### src/rtl/sqrt_csa_rsa.sv
// sqrt_csa_rsa: 9-bit unsigned adder with carry-in, built as a square-root
// carry-select adder whose blocks are ripple-carry chains of full adders.
// Block partition (LSB first): [1:0] plain ripple, [4:2] and [8:5] carry-select.
// The 10-bit sum (bit 9 is the carry-out) is registered once, giving one cycle
// of latency and one result per cycle.
//
// Interface: there is no valid/ready handshake. A, B and Cin are sampled on
// every rising clk edge and Out always shows the sum of the previous edge's
// inputs. Cin is a pure carry-in; subtraction is done by the caller (~B, Cin=1).

// ---------------------------------------------------------------------------
// 1-bit full adder: s = a^b^c, co = ab | c(a^b)
// ---------------------------------------------------------------------------
module sqrt_csa_fa (
    input  logic i_a,
    input  logic i_b,
    input  logic i_c,
    output logic o_s,
    output logic o_co
);
    logic w_p;

    // Propagate term, shared by the sum and the carry.
    assign w_p  = i_a ^ i_b;
    assign o_s  = w_p ^ i_c;
    assign o_co = (i_a & i_b) | (i_c & w_p);
endmodule

// ---------------------------------------------------------------------------
// W-bit ripple-carry adder made of chained full adders.
// ---------------------------------------------------------------------------
module sqrt_csa_rca #(
    parameter int W = 4
) (
    input  logic [W-1:0] i_a,
    input  logic [W-1:0] i_b,
    input  logic         i_ci,
    output logic [W-1:0] o_s,
    output logic         o_co
);
    logic [W:0] w_c;

    assign w_c[0] = i_ci;

    genvar g;
    generate
        for (g = 0; g < W; g++) begin : g_bit
            sqrt_csa_fa u_fa (
                .i_a  (i_a[g]),
                .i_b  (i_b[g]),
                .i_c  (w_c[g]),
                .o_s  (o_s[g]),
                .o_co (w_c[g+1])
            );
        end
    endgenerate

    assign o_co = w_c[W];
endmodule

// ---------------------------------------------------------------------------
// Carry-select block: two ripple adders precomputed with carry-in 0 and 1,
// the real incoming carry picks the sum bits and carry-out through 2:1 muxes.
// ---------------------------------------------------------------------------
module sqrt_csa_sel_blk #(
    parameter int W = 3
) (
    input  logic [W-1:0] i_a,
    input  logic [W-1:0] i_b,
    input  logic         i_sel,
    output logic [W-1:0] o_s,
    output logic         o_co
);
    logic [W-1:0] w_s0;
    logic [W-1:0] w_s1;
    logic         w_co0;
    logic         w_co1;

    sqrt_csa_rca #(.W(W)) u_rca_c0 (
        .i_a  (i_a),
        .i_b  (i_b),
        .i_ci (1'b0),
        .o_s  (w_s0),
        .o_co (w_co0)
    );

    sqrt_csa_rca #(.W(W)) u_rca_c1 (
        .i_a  (i_a),
        .i_b  (i_b),
        .i_ci (1'b1),
        .o_s  (w_s1),
        .o_co (w_co1)
    );

    // Late-arriving block carry only drives mux selects, never a ripple chain.
    assign o_s  = i_sel ? w_s1  : w_s0;
    assign o_co = i_sel ? w_co1 : w_co0;
endmodule

// ---------------------------------------------------------------------------
// Top: 2/3/4-bit block partition plus output register.
// ---------------------------------------------------------------------------
module sqrt_csa_rsa (
    input  logic       clk,
    input  logic       rst,
    input  logic [8:0] A,
    input  logic [8:0] B,
    input  logic       Cin,
    output logic [9:0] Out
);
    logic [1:0] w_b0_sum;
    logic       w_b0_co;
    logic [2:0] w_b1_sum;
    logic       w_b1_co;
    logic [3:0] w_b2_sum;
    logic       w_b2_co;
    logic [9:0] w_sum;
    logic [9:0] r_out;

    // Block0: bits [1:0], plain ripple fed directly by Cin.
    sqrt_csa_rca #(.W(2)) u_blk0 (
        .i_a  (A[1:0]),
        .i_b  (B[1:0]),
        .i_ci (Cin),
        .o_s  (w_b0_sum),
        .o_co (w_b0_co)
    );

    // Block1: bits [4:2], selected by block0's carry-out.
    sqrt_csa_sel_blk #(.W(3)) u_blk1 (
        .i_a   (A[4:2]),
        .i_b   (B[4:2]),
        .i_sel (w_b0_co),
        .o_s   (w_b1_sum),
        .o_co  (w_b1_co)
    );

    // Block2: bits [8:5], selected by block1's carry-out; its carry is Out[9].
    sqrt_csa_sel_blk #(.W(4)) u_blk2 (
        .i_a   (A[8:5]),
        .i_b   (B[8:5]),
        .i_sel (w_b1_co),
        .o_s   (w_b2_sum),
        .o_co  (w_b2_co)
    );

    assign w_sum = {w_b2_co, w_b2_sum, w_b1_sum, w_b0_sum};

    // Register the sum every edge; reset clears it immediately and holds it at 0.
    always_ff @(posedge clk or posedge rst) begin
        if (rst) begin
            r_out <= 10'd0;
        end else begin
            r_out <= w_sum;
        end
    end

    assign Out = r_out;
endmodule

### config.mk
export PLATFORM = sky130hd
export DESIGN_NAME = sqrt_csa_rsa
export DESIGN_NICKNAME = d
export VERILOG_FILES = /design/src/rtl/sqrt_csa_rsa.sv
export SDC_FILE = /design/constraint.sdc
export NUM_CORES = 1
export LEC_CHECK = 0
export ABC_AREA = 1
export CORE_UTILIZATION = 37
export CTS_CLUSTER_SIZE = 28
export DETAILED_ROUTE_END_ITERATION = 10
export GPL_ROUTABILITY_DRIVEN = 1
export PLACE_DENSITY = 0.77
export SYNTH_ARGS = -nofsm -noshare
export SYNTH_HDL_FRONTEND = slang
export SYNTH_SLANG_ARGS = --single-unit
### constraint.sdc
create_clock -name clk -period 0.8 [get_ports clk]
set_input_delay 0.08 -clock clk [delete_from_list [all_inputs] [get_ports clk]]
set_output_delay 0.08 -clock clk [all_outputs]
set_load 0.02 [all_outputs]
* Yosys cells after proc, flatten, opt, wreduce, memory -nomap -nowiden
Index checks and enable logic that the tools add are counted.
Storage, ports and cells: bits in registers 10, latch bits 0, RAM bits 0, ROM bits 0, output and inout bits 10, word-level logic and storage cells 63, memories kept 0
Operators by class: $add $sub $neg 0, multiply operators 0, divide/modulo/power cells 0, order comparisons 0, equality and inequality tests 0, shifts and indexed selects 0, muxes and demuxes 4, bitwise gates (word level) 58, reductions and logical operators 0
Operators by type and width (number):
- 1-bit AND | 21
- 1-bit XOR | 21
- 1-bit bitwise OR | 14
- 4-bit two-way mux | 1
- 3-bit two-way mux | 1
- 1-bit two-way mux | 2
- 1-bit NOT | 2

* Depth between registers and ports, before layout
depth after elaboration 9, mapped depth 17

* Modules after synthesis
From an unflattened synthesis, not the netlist that was laid out.
Unflattened totals: cells, all modules 60, area, all modules 698.2 sq um
Modules (own cells, without submodules):
- sqrt_csa_fa | instances 16, cells each 1, area an instance 20.0 sq um
- sqrt_csa_rsa | instances 1, cells each 11, area an instance 254.0 sq um
- sqrt_csa_sel_blk (u_blk2) | instances 1, cells each 18, area an instance 67.6 sq um
- sqrt_csa_sel_blk (u_blk1) | instances 1, cells each 15, area an instance 56.3 sq um

* Least setup slack after synthesis
No wires, ideal clock.
path kind input -> register, from input A[0], to register r_out[8], in the netlist Out[8], arrival 3059 ps, data required time 736 ps, path slack -2323 ps, stages on the path 16, path through inv_1 fa_1 inv_1 fa_1 inv_1 nand2_1 nand2_1 fa_1 fa_1 nand2_1 nand2_1 fa_1 fa_1 inv_1 fa_1 inv_1
Between the ends: cells in the longest elaborated chain, start to end 7, elaborated cells between the ends (all ways) 8, those cells by class mux: 2; bitwise: 6
RTL lines:
- start: declaration | line 106 | input logic [8:0] A,
- 1-bit XOR | line 24 | assign w_p = i_a ^ i_b;
- 1-bit AND | line 26 | assign o_co = (i_a & i_b) | (i_c & w_p);
- 1-bit bitwise OR (*) | line 26
- 1-bit AND (*) | line 26
- 1-bit bitwise OR (*) | line 26
- 1-bit two-way mux (*) | line 97 | assign o_co = i_sel ? w_co1 : w_co0;
- 4-bit two-way mux (*) | line 96 | assign o_s = i_sel ? w_s1 : w_s0;
- named net u_blk2.o_s[3] | line 71 | output logic [W-1:0] o_s,
- end signal: assignment | line 154 | r_out <= w_sum;
- end: declaration | line 118 | logic [9:0] r_out;
Mark *: on every way through the listed nets, which the timed path passes. The rest lies on a longest branch.

* Worst setup path in the final report
from input Cin, to register r_out[8], in the netlist Out[8]
Between the ends: cells in the longest elaborated chain, start to end 6
RTL lines:
- start: declaration | line 108 | input logic Cin,
- 1-bit AND | line 26
- 1-bit bitwise OR | line 26
- 1-bit AND | line 26
- 1-bit bitwise OR | line 26
- 1-bit two-way mux | line 97
- 4-bit two-way mux | line 96
- named net u_blk2.o_s[3] | line 71
The timed path passes the listed nets, and every way through them passes these cells.

==> run summary <==
status = complete, but fails checks
failing checks = negative setup slack
Yosys top cell area share = 44.35%
DP Wirelength = 988.1 um
max FFs per register = 10
RD Place Congestion = 0.6621
Final setup viols = 19
worst-path fanout max = 3
# fillers = 67
Worst path top cell family by delay = adder cells
Core Box Area = 1366 sq um
f_max = 346.7 MHz
Worst Setup End Kind = flip-flop
average wire per standard cell = 14.20 um
Iter 0 DRT Violations = 8
sequential cell area fraction in the yosys report = 44.35%
Hold Path Class = in2async
vias in the first global route = 514
cell repeated most along the worst path = fa_2
setup TNS = -12.20 ns
crit start category = primary input
Port Buffers = 30
P_leak = 0.5986 nW
GR Util All Layers = 23.23%
die area = 1685 sq um
Tcrit/Tclk final = 360.5%
Max-slew headroom = 91.80%
via count = 537
critical path type = in2reg
max_cap viols = 0
pwr/cell area = 1691 nW/um^2
CTS Buffer Depth = 2
Pins Over Slew Limit = 0
area of the mapped netlist = 564.3 sq um
Root Buffer = clkbuf_4
Hold Vio Cnt, Final = 0
CP required = 1.02 ns
initial antenna violation count = 0
die height = 41.05 um
Slew @ Worst Pin = 0.1227 ns
Netlist cell types = 5
leading post-synthesis cells by cell area = dfrtp_1 44%, fa_1 25%, inv_1 14%, ha_1 8.9%, nand2_1 8.0%
CTS sink cnt = 10
Ys Warns = 0
hold_buf cts = 0
P&R area growth vs syn = 101.8%
CP cell instances = buf_8 > inv_8 > fa_2 > inv_2 > fa_2 > inv_2 > nand2_2 > nand2_2 > fa_2 > fa_2 > nand2_2 > nand2_2 > fa_2 > fa_2 > inv_2 > fa_2 > inv_2
share of cells above drive strength 1 = 52.34%
Post-layout nets = 140
Tmin final = 2.884 ns
CP peak stage delay = 0.44 ns
post-synth top area cell = dfrtp_1
htree depth = 1
first-pass GRT wire length = 2.380 mm
n_diodes = 0
pre-CTS WS = -2.953 ns
Worst IR Drop VDD = 1.253 mV
Congestion Overflow GR = 0
Routed WL = 1.732 mm
CP arrival = 3.10 ns
slowest stage cell, crit path = fa_2
Avg Synthesized Cell Area = 10.45 sq um
IO Pins = 31
Post-DRT Antenna Nets = 0
routed vias/inst = 4.402
CTS tree = built
largest net degree at the start of global routing = 11
Worst Path Buf+Inv = 6
flops & latches, synth = 10
RSZ-0062 raised after global routing = yes
Crit. path cell count = 17
clk slew on worst S/H paths = 0.07 ns
# rows = 13
Syn Nets = 86
Residual DRC = 0
Initial Utilization = 41.30%
die width = 41.05 um
DRT Pass-1 Iters = 2
Synth Instances = 54
setup ws final = -2.084 ns
Num CTS Buffers = 3
[placed cells by master, fill, tap and decap left out, drive strengths merged]
cell type / Yosys / routed
nand2: 12 / 12
dlygate4sd2: 0 / 2
ha: 4 / 4
fa: 7 / 7
buf: 0 / 32
clkdlybuf4s50: 0 / 15
clkbuf: 0 / 4
dfrtp: 10 / 10
inv: 21 / 21
[repair_timing]
item,4_1_cts,5_1_grt
resized for setup,84,5
buffers inserted,21,0
pin swaps,12,0
cloned,0,0
setup endpoints to repair,20,19
[final timing paths]
path / start / to / slack [ns]
min: rst / Out[9] / 0.12
max: Cin / Out[8] / -2.08
max in group asynchronous: rst / Out[4] / 0.57
min in group clk: B[0] / Out[0] / 0.21
[per-stage QoR]
stage | utilization (%) | hold WS [ns] | instance area (sq um) | cells | power, mW
6_report | 83.33 | 0.1171 | 1139 | 122 | 1.925
5_1_grt | 83.33 | 0.1384 | 1139 | 122 | 2.013
4_1_cts | 82.33 | 0.1316 | 1125 | 122 | 1.894
3_5_place_dp | 68.32 | 0.4140 | 933.4 | 101 | 1.265
3_3_place_gp | 68.32 | 0.3884 | 933.4 | 101 | 1.230
2_1_floorplan | - | -0.07982 | 586.8 | 54 | 0.9013
[worst min-delay path: cells and delay by family]
family / cells / cell delay (ns)
buffers and inverters: 3 / 0.65
[cell families after synthesis]
| logic type | Yosys count | share of synthesized area [%] |
|---|---|---|
| adder cells (fa/ha/maj) | 11 | 33.70 |
| buffers and inverters | 21 | 13.97 |
| flip-flops | 10 | 44.35 |
| AND/OR/NAND/NOR | 12 | 7.982 |
[layout make-up]
| cell class | count | area [sq um] | share of cell area (%) |
|---|---|---|---|
| inverters | 21 | 86.33 | 7.582 |
| well taps | 15 | 18.77 | 1.648 |
| repair buffers | 49 | 481.7 | 42.31 |
| clock buffers | 4 | 36.28 | 3.187 |
| flip-flops and latches | 10 | 250.2 | 21.98 |
| multi-input cells | 23 | 265.3 | 23.30 |
[report_power, final]
group	internal (mW)	leakage [nW]	switching, mW
registers	0.597	0.117	0.0488
logic	0.465	0.460	0.354
clock network	0.277	0.0210	0.184
total	1.34	0.599	0.587
[routing by layer]
layer  vias to the layer above  track usage, %  part of all wire (%)
li1                        251               -                     -
met1                       261           26.53                    36
met2                        22           42.97                    55
met3                         3           5.435                   8.3
met4                         0           5.000                  0.98
met5                         -               0                     0
[cell usage after synthesis]
library cell and number:
dfrtp_1 10, fa_1 7, ha_1 4, inv_1 21
nand2_1 12
(Power assumes the default switching activity.)
